`config.mk`:
```
export PLATFORM = sky130hd
export DESIGN_NAME = gray_codec_pipe
export DESIGN_NICKNAME = d
export VERILOG_FILES = /design/src/rtl/gray_pkg.sv /design/src/rtl/gray_pipe_stage.sv /design/src/rtl/gray_codec_pipe.sv
export SDC_FILE = /design/constraint.sdc
export NUM_CORES = 1
export LEC_CHECK = 0
export BUFFER_PORTS_ARGS = -buffer_cell sky130_fd_sc_hd__buf_2
export CORE_UTILIZATION = 60
export DETAILED_ROUTE_END_ITERATION = 10
export PLACE_DENSITY_LB_ADDON = 0.08
export SETUP_SLACK_MARGIN = 0.5
export SYNTH_ARGS = -nofsm -noshare
export SYNTH_HDL_FRONTEND = slang
export SYNTH_SLANG_ARGS = --single-unit
export TNS_END_PERCENT = 30
```
`constraint.sdc`:
```
create_clock -name clk_i -period 6.9 [get_ports clk_i]
set_clock_uncertainty 0.05 [all_clocks]
set_input_delay 0.345 -clock clk_i [delete_from_list [all_inputs] [get_ports clk_i]]
set_output_delay 0.345 -clock clk_i [all_outputs]
set_load 0.03 [all_outputs]
```
`src/rtl/gray_pkg.sv`:
```
`default_nettype none
// ============================================================================
//  Module      : gray_pkg
//  Description : Shared types and constant helpers for the Gray/binary codec:
//                the per-beat conversion mode, the chunk split of the
//                gray-to-binary prefix-XOR chain across pipeline stages, and a
//                popcount used by the single-bit-step checker.
//  Revision    : 1.0 - initial release
// ============================================================================
package gray_pkg;

    typedef enum logic {
        GRAY2BIN = 1'b0,
        BIN2GRAY = 1'b1
    } gray_mode_e;

    // Widest word the helpers below are written for.
    localparam int c_MAX_WIDTH = 64;

    // Bits resolved per stage: ceil(width / stages).
    function automatic int chunk_size(input int width, input int stages);
        return (width + stages - 1) / stages;
    endfunction

    // Upper bit of chunk idx (MSB-first split). Negative when the chunk is
    // empty, which happens when STAGES does not divide the word evenly and
    // the earlier chunks already cover every bit.
    function automatic int chunk_hi(input int width, input int stages, input int idx);
        return width - 1 - idx * chunk_size(width, stages);
    endfunction

    // Lower bit of chunk idx, clamped at bit 0 so the last chunk may be short.
    function automatic int chunk_lo(input int width, input int stages, input int idx);
        int lo;
        lo = width - (idx + 1) * chunk_size(width, stages);
        return (lo < 0) ? 0 : lo;
    endfunction

    function automatic int unsigned popcount(input logic [c_MAX_WIDTH-1:0] v);
        int unsigned n;
        n = 0;
        for (int i = 0; i < c_MAX_WIDTH; i++) begin
            if (v[i]) begin
                n++;
            end
        end
        return n;
    endfunction

endpackage : gray_pkg
`default_nettype wire

```
`src/rtl/gray_pipe_stage.sv`:
```
`default_nettype none
// ============================================================================
//  Module      : gray_pipe_stage
//  Description : One register stage of the Gray/binary codec pipeline. Holds
//                valid, mode, data, error flag and the prefix-XOR carry, and
//                resolves its own chunk of the gray-to-binary chain on the way
//                in. Stage 0 also performs the whole binary-to-gray
//                conversion; later stages pass binary-to-gray beats through.
//  Ports       : i_clk, i_rst_n   clock, asynchronous active-low reset
//                i_flush          synchronous clear of valid and error
//                i_open           stage may load this cycle (from top chain)
//                i_up_*           beat arriving from upstream
//                o_*              registered stage contents
//  Revision    : 1.0 - initial release
// ============================================================================
module gray_pipe_stage
    import gray_pkg::*;
#(
    parameter int DATA_WIDTH = 8,
    parameter int STAGES     = 2,
    parameter int IDX        = 0
) (
    input  logic                  i_clk,
    input  logic                  i_rst_n,
    input  logic                  i_flush,
    input  logic                  i_open,
    input  logic                  i_up_valid,
    input  gray_mode_e            i_up_mode,
    input  logic [DATA_WIDTH-1:0] i_up_data,
    input  logic                  i_up_err,
    input  logic                  i_up_carry,
    output logic                  o_valid,
    output gray_mode_e            o_mode,
    output logic [DATA_WIDTH-1:0] o_data,
    output logic                  o_err,
    output logic                  o_carry
);

    localparam int c_HI = chunk_hi(DATA_WIDTH, STAGES, IDX);
    localparam int c_LO = chunk_lo(DATA_WIDTH, STAGES, IDX);

    logic                  r_valid;
    gray_mode_e            r_mode;
    logic [DATA_WIDTH-1:0] r_data;
    logic                  r_err;
    logic                  r_carry;

    logic [DATA_WIDTH-1:0] w_data;
    logic                  w_carry;

    // Bits above this chunk are already binary, bits below are still gray.
    // The carry is the lowest resolved binary bit of the previous chunk, so
    // walking this chunk MSB-first yields bin[b] = carry ^ gray[hi:b].
    always_comb begin
        w_data  = i_up_data;
        w_carry = i_up_carry;
        if (i_up_mode == GRAY2BIN) begin
            for (int b = DATA_WIDTH - 1; b >= 0; b--) begin
                if ((b <= c_HI) && (b >= c_LO)) begin
                    w_carry   = w_carry ^ i_up_data[b];
                    w_data[b] = w_carry;
                end
            end
        end else if (IDX == 0) begin
            w_data = i_up_data ^ (i_up_data >> 1);
        end
    end

    // Payload only loads with a real beat so the output holds steady while
    // the stage is stalled or idle.
    always_ff @(posedge i_clk or negedge i_rst_n) begin
        if (!i_rst_n) begin
            r_valid <= 1'b0;
            r_mode  <= GRAY2BIN;
            r_data  <= '0;
            r_err   <= 1'b0;
            r_carry <= 1'b0;
        end else if (i_flush) begin
            r_valid <= 1'b0;
            r_err   <= 1'b0;
        end else if (i_open) begin
            r_valid <= i_up_valid;
            if (i_up_valid) begin
                r_mode  <= i_up_mode;
                r_data  <= w_data;
                r_err   <= i_up_err;
                r_carry <= w_carry;
            end
        end
    end

    assign o_valid = r_valid;
    assign o_mode  = r_mode;
    assign o_data  = r_data;
    assign o_err   = r_err;
    assign o_carry = r_carry;

endmodule : gray_pipe_stage
`default_nettype wire

```
`src/rtl/gray_codec_pipe.sv`:
```
`default_nettype none
// ============================================================================
//  Module      : gray_codec_pipe
//  Description : Pipelined, elastic Gray/binary codec with valid/ready on both
//                sides. Direction is chosen per beat. The gray-to-binary
//                prefix-XOR chain is split across STAGES register stages.
//                Gray-to-binary beats are checked for single-bit steps against
//                the previous gray-to-binary beat.
//  Ports       : clk_i, rst_n_i      clock, asynchronous active-low reset
//                flush_i             synchronous clear of pipeline + history
//                valid_i/ready_o     input handshake
//                mode_i, data_i      beat mode (0 gray->bin, 1 bin->gray), word
//                valid_o/ready_i     output handshake
//                data_o, err_o       converted word, step violation flag
//                err_sticky_o        any violation since reset or flush
//  Revision    : 1.0 - initial release
// ============================================================================
module gray_codec_pipe
    import gray_pkg::*;
#(
    parameter int DATA_WIDTH = 8,
    parameter int STAGES     = 2,
    parameter int CHK_EN     = 1
) (
    input  logic                  clk_i,
    input  logic                  rst_n_i,
    input  logic                  flush_i,
    input  logic                  valid_i,
    output logic                  ready_o,
    input  logic                  mode_i,
    input  logic [DATA_WIDTH-1:0] data_i,
    output logic                  valid_o,
    input  logic                  ready_i,
    output logic [DATA_WIDTH-1:0] data_o,
    output logic                  err_o,
    output logic                  err_sticky_o
);

    gray_mode_e            w_mode_in;
    logic                  w_accept;
    logic                  w_step_err;

    logic [STAGES-1:0]     w_vld;
    logic [STAGES-1:0]     w_open;
    logic [STAGES-1:0]     w_err;
    logic [STAGES-1:0]     w_carry;
    gray_mode_e            w_mode [STAGES];
    logic [DATA_WIDTH-1:0] w_data [STAGES];
    logic                  w_dn_ready;
    logic                  w_unused_tail;

    assign w_mode_in = gray_mode_e'(mode_i);

    // Stall chain, walked from the output back to the input: a stage may
    // load when it is empty or when whatever it holds moves on this cycle.
    always_comb begin
        w_open     = '0;
        w_dn_ready = ready_i;
        for (int s = STAGES - 1; s >= 0; s--) begin
            w_open[s]  = !w_vld[s] || w_dn_ready;
            w_dn_ready = w_open[s];
        end
    end

    assign ready_o  = w_open[0] && !flush_i;
    assign w_accept = valid_i && ready_o;

    for (genvar s = 0; s < STAGES; s++) begin : g_stage
        logic                  w_up_valid;
        gray_mode_e            w_up_mode;
        logic [DATA_WIDTH-1:0] w_up_data;
        logic                  w_up_err;
        logic                  w_up_carry;

        if (s == 0) begin : g_head
            assign w_up_valid = valid_i;
            assign w_up_mode  = w_mode_in;
            assign w_up_data  = data_i;
            assign w_up_err   = w_step_err;
            assign w_up_carry = 1'b0;
        end else begin : g_body
            assign w_up_valid = w_vld[s-1];
            assign w_up_mode  = w_mode[s-1];
            assign w_up_data  = w_data[s-1];
            assign w_up_err   = w_err[s-1];
            assign w_up_carry = w_carry[s-1];
        end

        gray_pipe_stage #(
            .DATA_WIDTH (DATA_WIDTH),
            .STAGES     (STAGES),
            .IDX        (s)
        ) u_stage (
            .i_clk      (clk_i),
            .i_rst_n    (rst_n_i),
            .i_flush    (flush_i),
            .i_open     (w_open[s]),
            .i_up_valid (w_up_valid),
            .i_up_mode  (w_up_mode),
            .i_up_data  (w_up_data),
            .i_up_err   (w_up_err),
            .i_up_carry (w_up_carry),
            .o_valid    (w_vld[s]),
            .o_mode     (w_mode[s]),
            .o_data     (w_data[s]),
            .o_err      (w_err[s]),
            .o_carry    (w_carry[s])
        );
    end

    assign valid_o = w_vld[STAGES-1];
    assign data_o  = w_data[STAGES-1];
    assign err_o   = w_err[STAGES-1];

    // The last stage's carry and mode have no consumer.
    assign w_unused_tail = w_carry[STAGES-1] ^ w_mode[STAGES-1];

    if (CHK_EN != 0) begin : g_chk
        logic [DATA_WIDTH-1:0] r_prev_gray;
        logic                  r_prev_vld;
        logic                  r_sticky;
        logic [DATA_WIDTH-1:0] w_diff;

        assign w_diff = data_i ^ r_prev_gray;

        // Distance 0 (repeated code) is legal; only multi-bit jumps flag.
        assign w_step_err = (w_mode_in == GRAY2BIN) && r_prev_vld &&
                            (popcount(c_MAX_WIDTH'(w_diff)) > 32'd1);

        always_ff @(posedge clk_i or negedge rst_n_i) begin
            if (!rst_n_i) begin
                r_prev_gray <= '0;
                r_prev_vld  <= 1'b0;
                r_sticky    <= 1'b0;
            end else if (flush_i) begin
                r_prev_vld  <= 1'b0;
                r_sticky    <= 1'b0;
            end else begin
                if (w_accept && (w_mode_in == GRAY2BIN)) begin
                    r_prev_gray <= data_i;
                    r_prev_vld  <= 1'b1;
                end
                if (valid_o && err_o) begin
                    r_sticky <= 1'b1;
                end
            end
        end

        // The OR term makes the sticky flag rise in the same cycle as the
        // first erroneous output beat rather than one cycle later.
        assign err_sticky_o = r_sticky || (valid_o && err_o);
    end else begin : g_nochk
        assign w_step_err   = 1'b0;
        assign err_sticky_o = 1'b0;
    end

endmodule : gray_codec_pipe
`default_nettype wire

```
==> flow_summary_export.csv <==
group,metric,value,unit
global_routing,grt_pass1_wl,5802,µm
floorplan,start_util,64.60,%
floorplan,dieWidth,60.03,µm
synth,yosysSeqAreaShare,39.63,%
floorplan,die_area,0.003604,mm²
timing,setup_viol,0,
layout,area_growth,9.040,%
synth,ys_ff_latch,32,
pwr,cellLeakagePower,1.025,nW
layout,final_net_count,242,
floorplan,fp-row-count,20,
detailed_routing,vias,1412,
timing,finalCritPeriodShare,63.80,%
setup_path,cp_data_arrival_time,4.57,ns
global_routing,grt.total_usage,22.17,%
synth,synth_cell_type_count,36,
timing,maxSlewHeadroom,42.34,%
place,gp_congestion,0.9263,
setup_path,cp_max_fo,4,
detailed_routing,wl,3461,µm
layout,diodes,0,
floorplan,io_pins,26,
clock_tree,cts_max_path_buffers,2,
setup_path,worst_ep_required_time,7.07,ns
synth,async_flop_share,100.0,%
synth,ys.flop_type,"dfrtp_1",
synth,synth.avg_cell_area,10.31,µm²
timing,grt_setup_unrepaired,"no",
setup_path,cp_top_family,"adder cells",
timing,max_freq,0.2272,GHz
clock_tree,cts_made_buffers,5,
layout,post-route-util,70.44,%
pwr,ir_drop,0.2477,mV
pwr,powerDensity,412.2,mW/mm²
hold_path,holdCritPathClass,"in2async",
global_routing,grt_max_degree,33,
synth,synth_warnings,0,
global_routing,antenna_found_initial,0,
floorplan,fp.dieH,60.03,µm
synth,synthCells,196,
timing,setup_tns,0,ns
setup_path,cp-start-kind,"register",
status,status,"complete, no violations",
synth,syn-num-nets,217,
layout,final_cell_mix,"32 x dfrtp_1, 25 x buf_2, 23 x nand2_1",
detailed_routing,ant_nets,0,
place,place_area,0.002138,mm²
clock_tree,clock_latency,0.33,ns
global_routing,grt.overflow.total,0,
clock_tree,cts_tree,"done",
clock_tree,clockRootBuffer,"clkbuf_4",
setup_path,end_kind,"register",
layout,final_area,0.002203,mm²
synth,synth.area.top_cells,"dfrtp_1 40%, mux2_2 8.4%, xnor2_1 8.2%, xor2_1 5.6%, ha_1 4.3%",
synth,synth_top_area_share,39.63,%
timing,max_slew.worst_pin.slew,0.8618,ns
clock_tree,ctsHoldBuffers,0,
setup_path,cpMaxStageDelayCell,"dfrtp_1",
synth,synth-edff-count,0,
layout,layout_commonest_cell,"dfrtp_1",
setup_path,path_buf_inv,0,
floorplan,core,0.003128,mm²
timing,period_needed,4.402,ns
global_routing,grt_pass1_vias,1363,
setup_path,setup.worst_path.class,"reg2reg",
synth,synth_top_area_cell,"dfrtp_1",
clock_tree,htree_levels,2,
clock_tree,cts_setup_buffers,0,
place,port_buffers,25,
detailed_routing,drt_iter0_markers,59,
clock_tree,cts.repair.resized,0,
detailed_routing,avgRoutedWirePerCell,13.06,µm
synth,syn-cell-area,0.002021,mm²
detailed_routing,drc,0,
detailed_routing,dr.pass1.iters,4,
place,dpl.hpwl,2642,µm
clock_tree,clkTransAtPathRegs,0.10,ns
layout,post_route_cells_drive_above_1_share,24.89,%
clock_tree,cts_sinks,32,
flow_run,drv_cap,0,
timing,slew_viol_final,0,
detailed_routing,vias_per_cell,5.328,
setup_path,path_cells,"xnor2_1 -> ha_1 -> xnor2_4 -> xnor2_1 -> mux2_2 -> ha_1 -> nand2_1 -> nand2_1 -> ha_1 -> nor2_1 -> a31oi_1 -> ha_1 -> nand2_1 -> nand2_1 -> ha_1 -> nand2_1 -> xor2_1 -> xnor2_1 -> o2111a_1 -> a31oi_1",
setup_path,slowest_delay,0.40,ns
timing,hold_violations,0,
synth_stat cells, drive strengths merged (3+ instances only):
cell type / number
o21ai: 9
mux2: 15
xnor2: 23
nand3: 3
clkbuf: 5
a31oi: 3
nand2: 23
nor2b: 4
nor2: 21
inv: 6
xor2: 15
a21oi: 9
ha: 7
dfrtp: 32
registers in the layout (all words and copies together), names as in the netlist:
signal and flops:
g_stage.u_stage.o_valid 2, g_chk.r_prev_gray 8, g_stage.u_stage.o_carry 1, g_stage.u_stage.o_err 2, g_chk.r_sticky 1, g_chk.r_prev_vld 1
g_stage.u_stage.o_mode 1, g_stage.u_stage.o_data 16
logic make-up after synthesis:
kind of cell,synth area share (%)
multiplexers,9.350
adder cells (fa/ha/maj),4.334
buffers and inverters,4.210
AND/OR/NAND/NOR,12.76
XOR/XNOR,20.99
flip-flops,39.63
AO/OA/AOI/OAI,8.731
path summary, 6_finish.rpt:
path,cells past startpoint,endpoint,from,slack (ns)
hold reg to reg,2,g_stage[0].u_stage.o_data[6]$_DFFE_PN0P_,g_stage[0].u_stage.o_data[6]$_DFFE_PN0P_,0.43
setup / recovery,20,g_stage[0].u_stage.o_err$_DFFE_PN0P_,g_chk.r_prev_gray[1]$_DFFE_PN0P_,2.50
hold / removal,1,g_chk.r_prev_gray[7]$_DFFE_PN0P_,rst_n_i,0.008
setup reg to reg,20,g_stage[0].u_stage.o_err$_DFFE_PN0P_,g_chk.r_prev_gray[1]$_DFFE_PN0P_,2.50
max in group asynchronous,1,g_stage[0].u_stage.o_valid$_DFFE_PN0P_,rst_n_i,6.34
min in group clk_i,3,g_stage[0].u_stage.o_valid$_DFFE_PN0P_,valid_i,0.23
cell type report:
class,count,area (µm²)
inverter,6,22.52
timing repair buffer,25,125.1
tap,44,55.05
multi-input combinational,151,1135
fill,257,924.6
sequential,32,800.8
clock buffer,7,65.06
per-stage QoR:
step | hold slack (ns) | power (mW) | instances | worst slack (ns)
after detailed placement | 0.3847 | 0.7855 | 258 | 2.439
after CTS | 0.02494 | 0.9046 | 265 | 2.533
after floorplan | -0.0005911 | 0.6858 | 196 | 2.925
final | 0.007693 | 0.9083 | 265 | 2.498
after global routing | 0.05428 | 0.9783 | 265 | 2.254
after global placement | 0.3788 | 0.7470 | 258 | 2.650
routing by layer:
metal | part of all wire (%) | track usage [%] | vias to the layer above
met4 | 2.1 | 11.30 | 0
li1 | - | - | 713
met3 | 3.4 | 5.195 | 8
met1 | 45 | 25.45 | 660
met2 | 49 | 38.25 | 31
met5 | 0 | 0 | -
worst register-to-register path, cell delays in order (launching register included):
cell,delay (ns)
dfrtp_1,0.40
xnor2_1,0.30
ha_1,0.39
xnor2_4,0.28
xnor2_1,0.11
mux2_2,0.28
ha_1,0.29
nand2_1,0.08
nand2_1,0.10
ha_1,0.32
nor2_1,0.04
a31oi_1,0.31
ha_1,0.29
nand2_1,0.11
nand2_1,0.08
ha_1,0.21
nand2_1,0.07
xor2_1,0.19
xnor2_1,0.14
o2111a_1,0.20
a31oi_1,0.08
power by group:
| part | switching [mW] | internal, mW |
|---|---|---|
| sequential | 0.0242 | 0.223 |
| combinational | 0.298 | 0.244 |
| clock | 0.0613 | 0.0578 |
| total | 0.384 | 0.525 |
(Power assumes the default switching activity.)
